$ cat config.mk
export PLATFORM = sky130hd
export DESIGN_NAME = seq_detector_param
export DESIGN_NICKNAME = d
export VERILOG_FILES = /design/src/rtl/seq_det_pkg.sv /design/src/rtl/seq_sat_counter.sv /design/src/rtl/seq_detector_param.sv
export SDC_FILE = /design/constraint.sdc
export NUM_CORES = 1
export LEC_CHECK = 0
export ABC_AREA = 1
export BUFFER_PORTS_ARGS = -buffer_cell sky130_fd_sc_hd__buf_2
export CORE_AREA = 5 5 42 44
export DETAILED_ROUTE_END_ITERATION = 10
export DIE_AREA = 0 0 47 49
export PLACE_DENSITY = 0.67
export SYNTH_ARGS = -nofsm -noshare
export SYNTH_HDL_FRONTEND = slang
export SYNTH_SLANG_ARGS = --single-unit
$ cat constraint.sdc
create_clock -name clk -period 2.7 [get_ports clk]
set_input_delay 0.54 -clock clk [delete_from_list [all_inputs] [get_ports clk]]
set_output_delay 0.54 -clock clk [all_outputs]
set_load 0.02 [all_outputs]
$ cat src/rtl/seq_det_pkg.sv
// rtl/seq_det_pkg.sv - shared types and elaboration-time prefix-automaton table builder
package seq_det_pkg;

  localparam int MAX_PAT_W = 16;

  typedef logic [4:0]                 st_t;
  typedef st_t [1:0]                  tbl_row_t;
  typedef tbl_row_t [MAX_PAT_W:0]     nstate_tbl_t;

  function automatic int state_w(input int pat_w);
    return $clog2(pat_w + 1);
  endfunction

  // Bit i in arrival order (i = 0 is the first bit) of an msb-first pattern.
  function automatic logic pat_bit(input logic [MAX_PAT_W-1:0] pattern, input int pat_w, input int i);
    logic [MAX_PAT_W-1:0] sh;
    sh = pattern >> (pat_w - 1 - i);
    return sh[0];
  endfunction

  function automatic int next_state(input logic [MAX_PAT_W-1:0] pattern, input int pat_w,
                                    input int s, input logic b);
    int   best;
    logic ok;
    logic c;
    best = 0;
    if (s < pat_w && b == pat_bit(pattern, pat_w, s)) begin
      best = s + 1;
    end else begin
      // Candidate string is pattern[0..s-1] followed by b; keep the longest prefix/suffix hit.
      for (int k = 1; k <= MAX_PAT_W; k++) begin
        if (k <= s) begin
          ok = 1'b1;
          for (int j = 0; j < MAX_PAT_W; j++) begin
            if (j < k) begin
              c = (s + 1 - k + j == s) ? b : pat_bit(pattern, pat_w, s + 1 - k + j);
              if (c != pat_bit(pattern, pat_w, j)) begin
                ok = 1'b0;
              end
            end
          end
          if (ok) begin
            best = k;
          end
        end
      end
    end
    return best;
  endfunction

  function automatic nstate_tbl_t build_table(input logic [MAX_PAT_W-1:0] pattern, input int pat_w);
    nstate_tbl_t t;
    t = '0;
    for (int s = 0; s <= MAX_PAT_W; s++) begin
      if (s <= pat_w) begin
        t[s][0] = st_t'(next_state(pattern, pat_w, s, 1'b0));
        t[s][1] = st_t'(next_state(pattern, pat_w, s, 1'b1));
      end
    end
    return t;
  endfunction

  localparam nstate_tbl_t LEGACY_101_TBL = build_table(16'b101, 3);

endpackage

$ cat src/rtl/seq_sat_counter.sv
// rtl/seq_sat_counter.sv - saturating event counter with priority synchronous clear
module seq_sat_counter
  import seq_det_pkg::*;
#(
  parameter int CNT_W = 8
) (
  input  logic             clk,
  input  logic             reset,
  input  logic             inc,
  input  logic             clr,
  output logic [CNT_W-1:0] count
);

  localparam logic [CNT_W-1:0] CNT_MAX = {CNT_W{1'b1}};

  logic [CNT_W-1:0] r_count;

  always_ff @(posedge clk) begin
    if (reset || clr) begin
      r_count <= '0;
    end else if (inc && r_count != CNT_MAX) begin
      r_count <= r_count + CNT_W'(1);
    end
  end

  assign count = r_count;

endmodule

$ cat src/rtl/seq_detector_param.sv
// rtl/seq_detector_param.sv - parametrised Moore serial pattern detector with match counter
module seq_detector_param
  import seq_det_pkg::*;
#(
  parameter int               PAT_W   = 3,
  parameter logic [PAT_W-1:0] PATTERN = 3'b101,
  parameter int               CNT_W   = 8
) (
  input  logic             clk,
  input  logic             reset,
  input  logic             en,
  input  logic             in,
  input  logic             overlap,
  input  logic             count_clr,
  output logic             out,
  output logic [CNT_W-1:0] match_count
);

  localparam int          SW  = state_w(PAT_W);
  localparam nstate_tbl_t TBL = build_table(MAX_PAT_W'(PATTERN), PAT_W);

  localparam logic [SW-1:0] S_IDLE  = '0;
  localparam logic [SW-1:0] S_MATCH = SW'(PAT_W);

  logic [SW-1:0] r_s;
  logic [SW-1:0] w_row;
  logic [4:0]    w_idx;
  logic [SW-1:0] w_next;
  logic          w_valid;
  logic          w_inc;

  // Non-overlapping mode restarts the search from row 0 once a match is reached.
  always_comb begin
    w_valid = (r_s <= S_MATCH);
    w_row   = r_s;
    if (!w_valid || (r_s == S_MATCH && !overlap)) begin
      w_row = S_IDLE;
    end
    w_idx  = 5'(w_row);
    w_next = TBL[w_idx][in][SW-1:0];
  end

  always_ff @(posedge clk) begin
    if (reset) begin
      r_s <= S_IDLE;
    end else if (!w_valid) begin
      r_s <= S_IDLE;
    end else if (en) begin
      r_s <= w_next;
    end
  end

  assign w_inc = en && w_valid && (w_next == S_MATCH);
  assign out   = (r_s == S_MATCH);

  seq_sat_counter #(
    .CNT_W (CNT_W)
  ) u_cnt (
    .clk   (clk),
    .reset (reset),
    .inc   (w_inc),
    .clr   (count_clr),
    .count (match_count)
  );

endmodule
; ---- Word level (Yosys, flattened, before mapping)
; Index checks and enable logic that the tools add are counted.
[word_totals]
elab_cells = 24
reg_bits = 10
in_bits = 6
[classes]
muxes = 5
bitwise_logic = 1
order_cmp = 3
reduce_logical = 9
n_eq_ne = 3
add_sub_neg = 1
[op_table]
columns = operator, count
row1 = binary-select mux 10 bit (select 2 bit), 1
row2 = "adder 8 x 1 -> 8 bit, second input constant", 1
row3 = "inequality test 8 bit, second input constant", 1
row4 = 2-to-1 mux 7 bit, 1
row5 = "less-than comparator 2 x 6 -> 1 bit, second input constant", 1
row6 = 2-to-1 mux 2 bit, 3
row7 = "== test 2 bit, second input constant", 2
row8 = logical AND 1 bit, 4
row9 = "<= comparator 2 bit, second input constant", 1
row10 = zero test 1 bit, 2
row11 = logical OR 1 bit, 2
row12 = "less-than comparator 1 x 2 -> 1 bit, second input constant", 1
row13 = OR reduction 2 bit, 1
row14 = inverter 1 bit, 1

; ---- Logic depth before layout (Yosys ltp)
[depth]
depth_word = 11
depth_mapped = 9
mapped_depth_nobuf = 9

; ---- Modules after synthesis
; Synthesis repeated with hierarchy kept, for this count alone.
[unflattened]
cells_unflattened = 88
hier_area_um2 = 564.3
[modules_own_cells]
columns = module, instances, seq_area_each_um2, area_each_um2, cells_per_inst
row1 = seq_sat_counter, 1, 160.2, 447.9, 67
row2 = seq_detector_param, 1, 40.0, 116.4, 21

; ---- Worst setup path before layout
; No wires, ideal clock.
[synth_timing]
kind = register to register
start = register u_cnt.r_count[0] (netlist: u_cnt.count[0])
end = register u_cnt.r_count[1] (netlist: u_cnt.count[1])
stages_incl_launch_ff = 9
period_less_slack_ns = 1.400
arrival_time_ns = 1.284
required_time_ns = 2.584
setup_slack_ns = 1.300
n_path_buf = 0
path_cell_list = dfxtp_1 > ha_1 > nand2_2 > nor2_4 > nand2_4 > nand2_4 > inv_4 > nor2_1 > nor2_1
[synth_between]
elab_chain_len = 2
word_cells_on_any_way = 3
classes_between = 1 x add/sub / 1 x eq/ne / 1 x reduce/logical
[synth_lines]
columns = item, line_no
row1 = "start, declared", seq_sat_counter.sv:16  ; logic [CNT_W-1:0] r_count;
row2 = "start signal, assigned", seq_sat_counter.sv:22  ; r_count <= r_count + CNT_W'(1);
row3 = branches (longest 2 deep; another with adder 8 x 1 -> 8 bit), --
; Several ways; the timed one is not identified.
; A chain may end at the register's enable or synchronous reset.

; ---- Final worst setup path
[layout_timing]
start = register r_s[0]
end = output out
[layout_between]
elab_chain_len = 1
[layout_lines]
columns = item, line_no
row1 = "start, declared", seq_detector_param.sv:25  ; logic [SW-1:0] r_s;
row2 = "start signal, assigned", seq_detector_param.sv:49  ; r_s <= w_next;
row3 = == test 2 bit, seq_detector_param.sv:54  ; assign out = (r_s == S_MATCH);
row4 = "end, declared", seq_detector_param.sv:15  ; output logic out,
; No other way between the ends.

==> results.md <==
- The clock root buffer master is sky130_fd_sc_hd__clkbuf_4.
- The number of setup buffers added after CTS is 0.
- The instance area after placement is 664 um^2.
- The number of placed instances, taps included is 114.
- Clock-pin slew was measured on the worst setup and hold paths at 0.06 ns.
- The non-filler instance count after layout is 117.
- The chip height is 49 um.
- The number of setup violations in the final report is 0.
- The cell at the slowest stage of the critical path is sky130_fd_sc_hd__dfxtp_1.
- In this run the most critical hold path is launched from en.
- The worst max-slew margin expressed relative to the limit is 76.4%.
- The post-synth design cell area is 574 um^2.
- The post-synthesis sequential element count is 10.
- The count of pins over their slew limit is 0.
- STA classifies the critical path endpoint as an output port.
- The clock passes through at most 2 buffers.
- In this run the power density over the cells is 392 nW/um^2.
- From left edge to right edge, the die measures 47 um.
- The worst register-to-register path ends at u_cnt.count[0].
- The number of hold buffers added after cts is 0.
- In this run the mean area of a mapped cell was 6.84 um^2.
- The starting density of the core is 41.0%.
- After synthesis, flip-flops and latches occupy 34.9% of the total area.
- The number of nets in the final layout is 110.
- The detailed-route vias per instance is 4.86.
- Data on the critical path arrives at its endpoint at 0.91 ns.
- TritonCTS built the clock tree.
- Of all nets on the critical path, the largest fanout is 4.
- The worst hold path belongs to the class input port to register.
- The maximum operating frequency is 691 MHz.
- The final period demand of the worst path is 1.45 ns.
- For this run, the total global-route usage over all layers was measured as 11.4%.
- The number of cells on the worst reg-to-reg path is 8.
- The detailed router placed 569 vias in this run.
- The tool flagged a number of max-cap violations equal to 0.
- The final-layout setup total negative slack is 0 ns.
- Routability-driven placement finished with a final weighted congestion of 0.807.
- The number of design rule violations left after detail routing is 0.
- The detail route stage leaves a number of antenna-violating nets equal to 0.
- The area added between synthesis and finish is 19.6%.
- The leakage power is 0.334 nW.
- Post-CTS repair changed the size of 0 cells.
- The first global-routing pass estimated 1950 um of wire.
- The detailed placer's ending HPWL is 926 um.
- The number of antenna violations at the first check in global routing is 0.
- The routed wire length per instance is 9.64 um.
- The sort of element at the start of the critical path is a register.
- The number of detailed-routing iterations run before antenna repair is 4.
- The number of cells produced by synthesis is 84.
- The number of design-rule violations left by the first detailed-router iteration is 19.
- The endpoint of the worst hold path is r_s[0].
- During placement, the flow inserted port buffers numbering 14.
- The site row count is 14.
- The total CTS buffers is 3.
- The total power of the final layout is 0.000270 W.
- The number of failing hold endpoints at the final stage was 0.
- Wires add up to 1130 um.
- The setup check on the worst reg-to-reg path leaves a slack of 1.35 ns.
- For this run, the number of Yosys warnings is 0.
- The floorplan step defined a die boundary enclosing 2300 um^2.
- The critical path is of the register to output port type.
- The number of different library cells used by synthesis comes to 18.
- The start of the worst register-to-register path is u_cnt.count[0].
- After floorplanning, the core was sized to cover 1400 um^2.
- Broken down by cell family, the worst path's largest delay share belongs to flip-flops.
- The count of antenna diodes in the layout is 0.
- The run finished with clean final reports.
- The worst-case IR drop observed on VDD is 0.244 mV.
- The pin count of the biggest net entering global routing is 7.
- Data on the critical path is required at its endpoint by 2.16 ns.
- The number of global-route vias before repair came to 477.
- Setup repair after global routing left no endpoint under its margin.
- Of the available clock period, the critical path in the final layout requires 53.6%.
- The synthesized netlist net count is 91.
- The finished cells cover 687 um^2.
- The critical path goes through nand2_1, inv_1, buf_2.
- The clock drives 10 sinks.
- The delay contributed by the slowest stage of the critical path is 0.36 ns.
- The buffering stage count on the worst path with inverters included is 2.
- The most used flip-flop cell after synthesis is sky130_fd_sc_hd__dfxtp_1.
- Pin placement for this block handled 15 I/O pins.
- For the pin with the worst max-slew slack, the measured transition is 0.352 ns.
- The launching element of the worst setup path is r_s[0].
- Clock skew on the completed layout was measured at 0.00278 ns.
- The share of post-route cells with drive strength above 1 is 26.7%.
- Summed over all layers, the global routing overflow is 0.
- The synthesized design contains 0 enable-type register cells.
- The share of flip-flops with an asynchronous set or reset is 0%.
- The depth of the worst hold-timing path is 2.
- The H-tree depth is 1.
- At the later pin of the worst-skew pair, clock insertion delay measures 0.26 ns.
[cell usage in the layout, fill, tap and decap left out]
| cell type | count |
|---|---|
| sky130_fd_sc_hd__nand3_1 | 6 |
| sky130_fd_sc_hd__nor2_4 | 3 |
| sky130_fd_sc_hd__buf_2 | 14 |
| sky130_fd_sc_hd__dfxtp_1 | 10 |
| sky130_fd_sc_hd__ha_1 | 1 |
| sky130_fd_sc_hd__nand2_2 | 2 |
| sky130_fd_sc_hd__inv_1 | 10 |
| sky130_fd_sc_hd__nor2_2 | 1 |
| sky130_fd_sc_hd__o21ai_0 | 3 |
| sky130_fd_sc_hd__clkbuf_4 | 3 |
| sky130_fd_sc_hd__xor2_1 | 2 |
| sky130_fd_sc_hd__a31oi_1 | 1 |
| sky130_fd_sc_hd__inv_2 | 1 |
| sky130_fd_sc_hd__nor2_1 | 13 |
| sky130_fd_sc_hd__o211ai_1 | 1 |
| sky130_fd_sc_hd__a21oi_1 | 4 |
| sky130_fd_sc_hd__nand2_4 | 2 |
| sky130_fd_sc_hd__nand4_1 | 3 |
| sky130_fd_sc_hd__nand2_1 | 20 |
| sky130_fd_sc_hd__inv_4 | 1 |
[final cells by class]
cell class              count  area [um^2]
inverters                  12         47.5
fillers                   150          714
multi-input cells          62          327
clock buffers               3         22.5
well taps                  16         20.0
repair buffers             14         70.1
flip-flops and latches     10          200
[where the power goes]
group | internal [W] | total [W] | switching (W) | leakage, nW
Clock | 0.0000514 | 0.0000997 | 0.0000483 | 0.0138
Sequential | 0.000150 | 0.000152 | 0.00000204 | 0.0810
Combinational | 0.00000694 | 0.0000181 | 0.0000111 | 0.239
[Yosys cell counts (2+ instances only)]
| cell type | n | area share [%] |
|---|---|---|
| sky130_fd_sc_hd__nand4_1 | 3 | 3.3 |
| sky130_fd_sc_hd__inv_1 | 10 | 6.5 |
| sky130_fd_sc_hd__nor2_1 | 13 | 8.5 |
| sky130_fd_sc_hd__o21ai_0 | 3 | 2.6 |
| sky130_fd_sc_hd__dfxtp_1 | 10 | 35 |
| sky130_fd_sc_hd__xor2_1 | 2 | 3.1 |
| sky130_fd_sc_hd__nand3_1 | 6 | 5.2 |
| sky130_fd_sc_hd__nor2_4 | 3 | 5.9 |
| sky130_fd_sc_hd__nand2_4 | 2 | 3.9 |
| sky130_fd_sc_hd__nand2_1 | 20 | 13 |
| sky130_fd_sc_hd__a21oi_1 | 4 | 3.5 |
| sky130_fd_sc_hd__nand2_2 | 2 | 2.2 |
[how the worst max path moves through the flow]
stage | endpoint | cells after the start | slack (ns)
CTS | out | 3 | 1.24
detailed placement | u_cnt.count[1] | 6 | 1.28
global placement | u_cnt.count[1] | 6 | 1.32
finish | out | 3 | 1.25
floorplan | u_cnt.count[1] | 8 | 1.30
global route | out | 3 | 1.20
[state kept, by name, summed over array words and instances (netlist names)]
name,flops
u_cnt.count,8
r_s,2
[routing by layer]
| metal | up-vias | wire length (um) | GRT usage (%) |
|---|---|---|---|
| li1 | 306 | - | - |
| met1 | 244 | 497 | 13.9 |
| met2 | 15 | 540 | 16.7 |
| met3 | 4 | 62 | 3.32 |
| met4 | 0 | 27 | 6.91 |
| met5 | - | 0 | 0 |
[stage by stage]
step	utilization [%]	hold slack, ns	setup slack (ns)
floorplan	-	0.503	1.30
global route	49.0	0.488	1.20
global placement	47.4	0.519	1.32
finish	49.0	0.499	1.25
CTS	49.0	0.494	1.24
detailed placement	47.4	0.520	1.28
[cells by family (layout without fill, tap and decap cells)]
kind of cell / Yosys count / count (layout) / synth area share [%]
adder cells (fa/ha/maj): 1 / 1 / 2.18
XOR/XNOR: 2 / 2 / 3.05
AND/OR/NAND/NOR: 50 / 50 / 43.1
AO/OA/AOI/OAI: 9 / 9 / 8.50
buffers and inverters: 12 / 29 / 8.28
flip-flops: 10 / 10 / 34.9
Note: power is estimated with default switching activity, not from simulation.
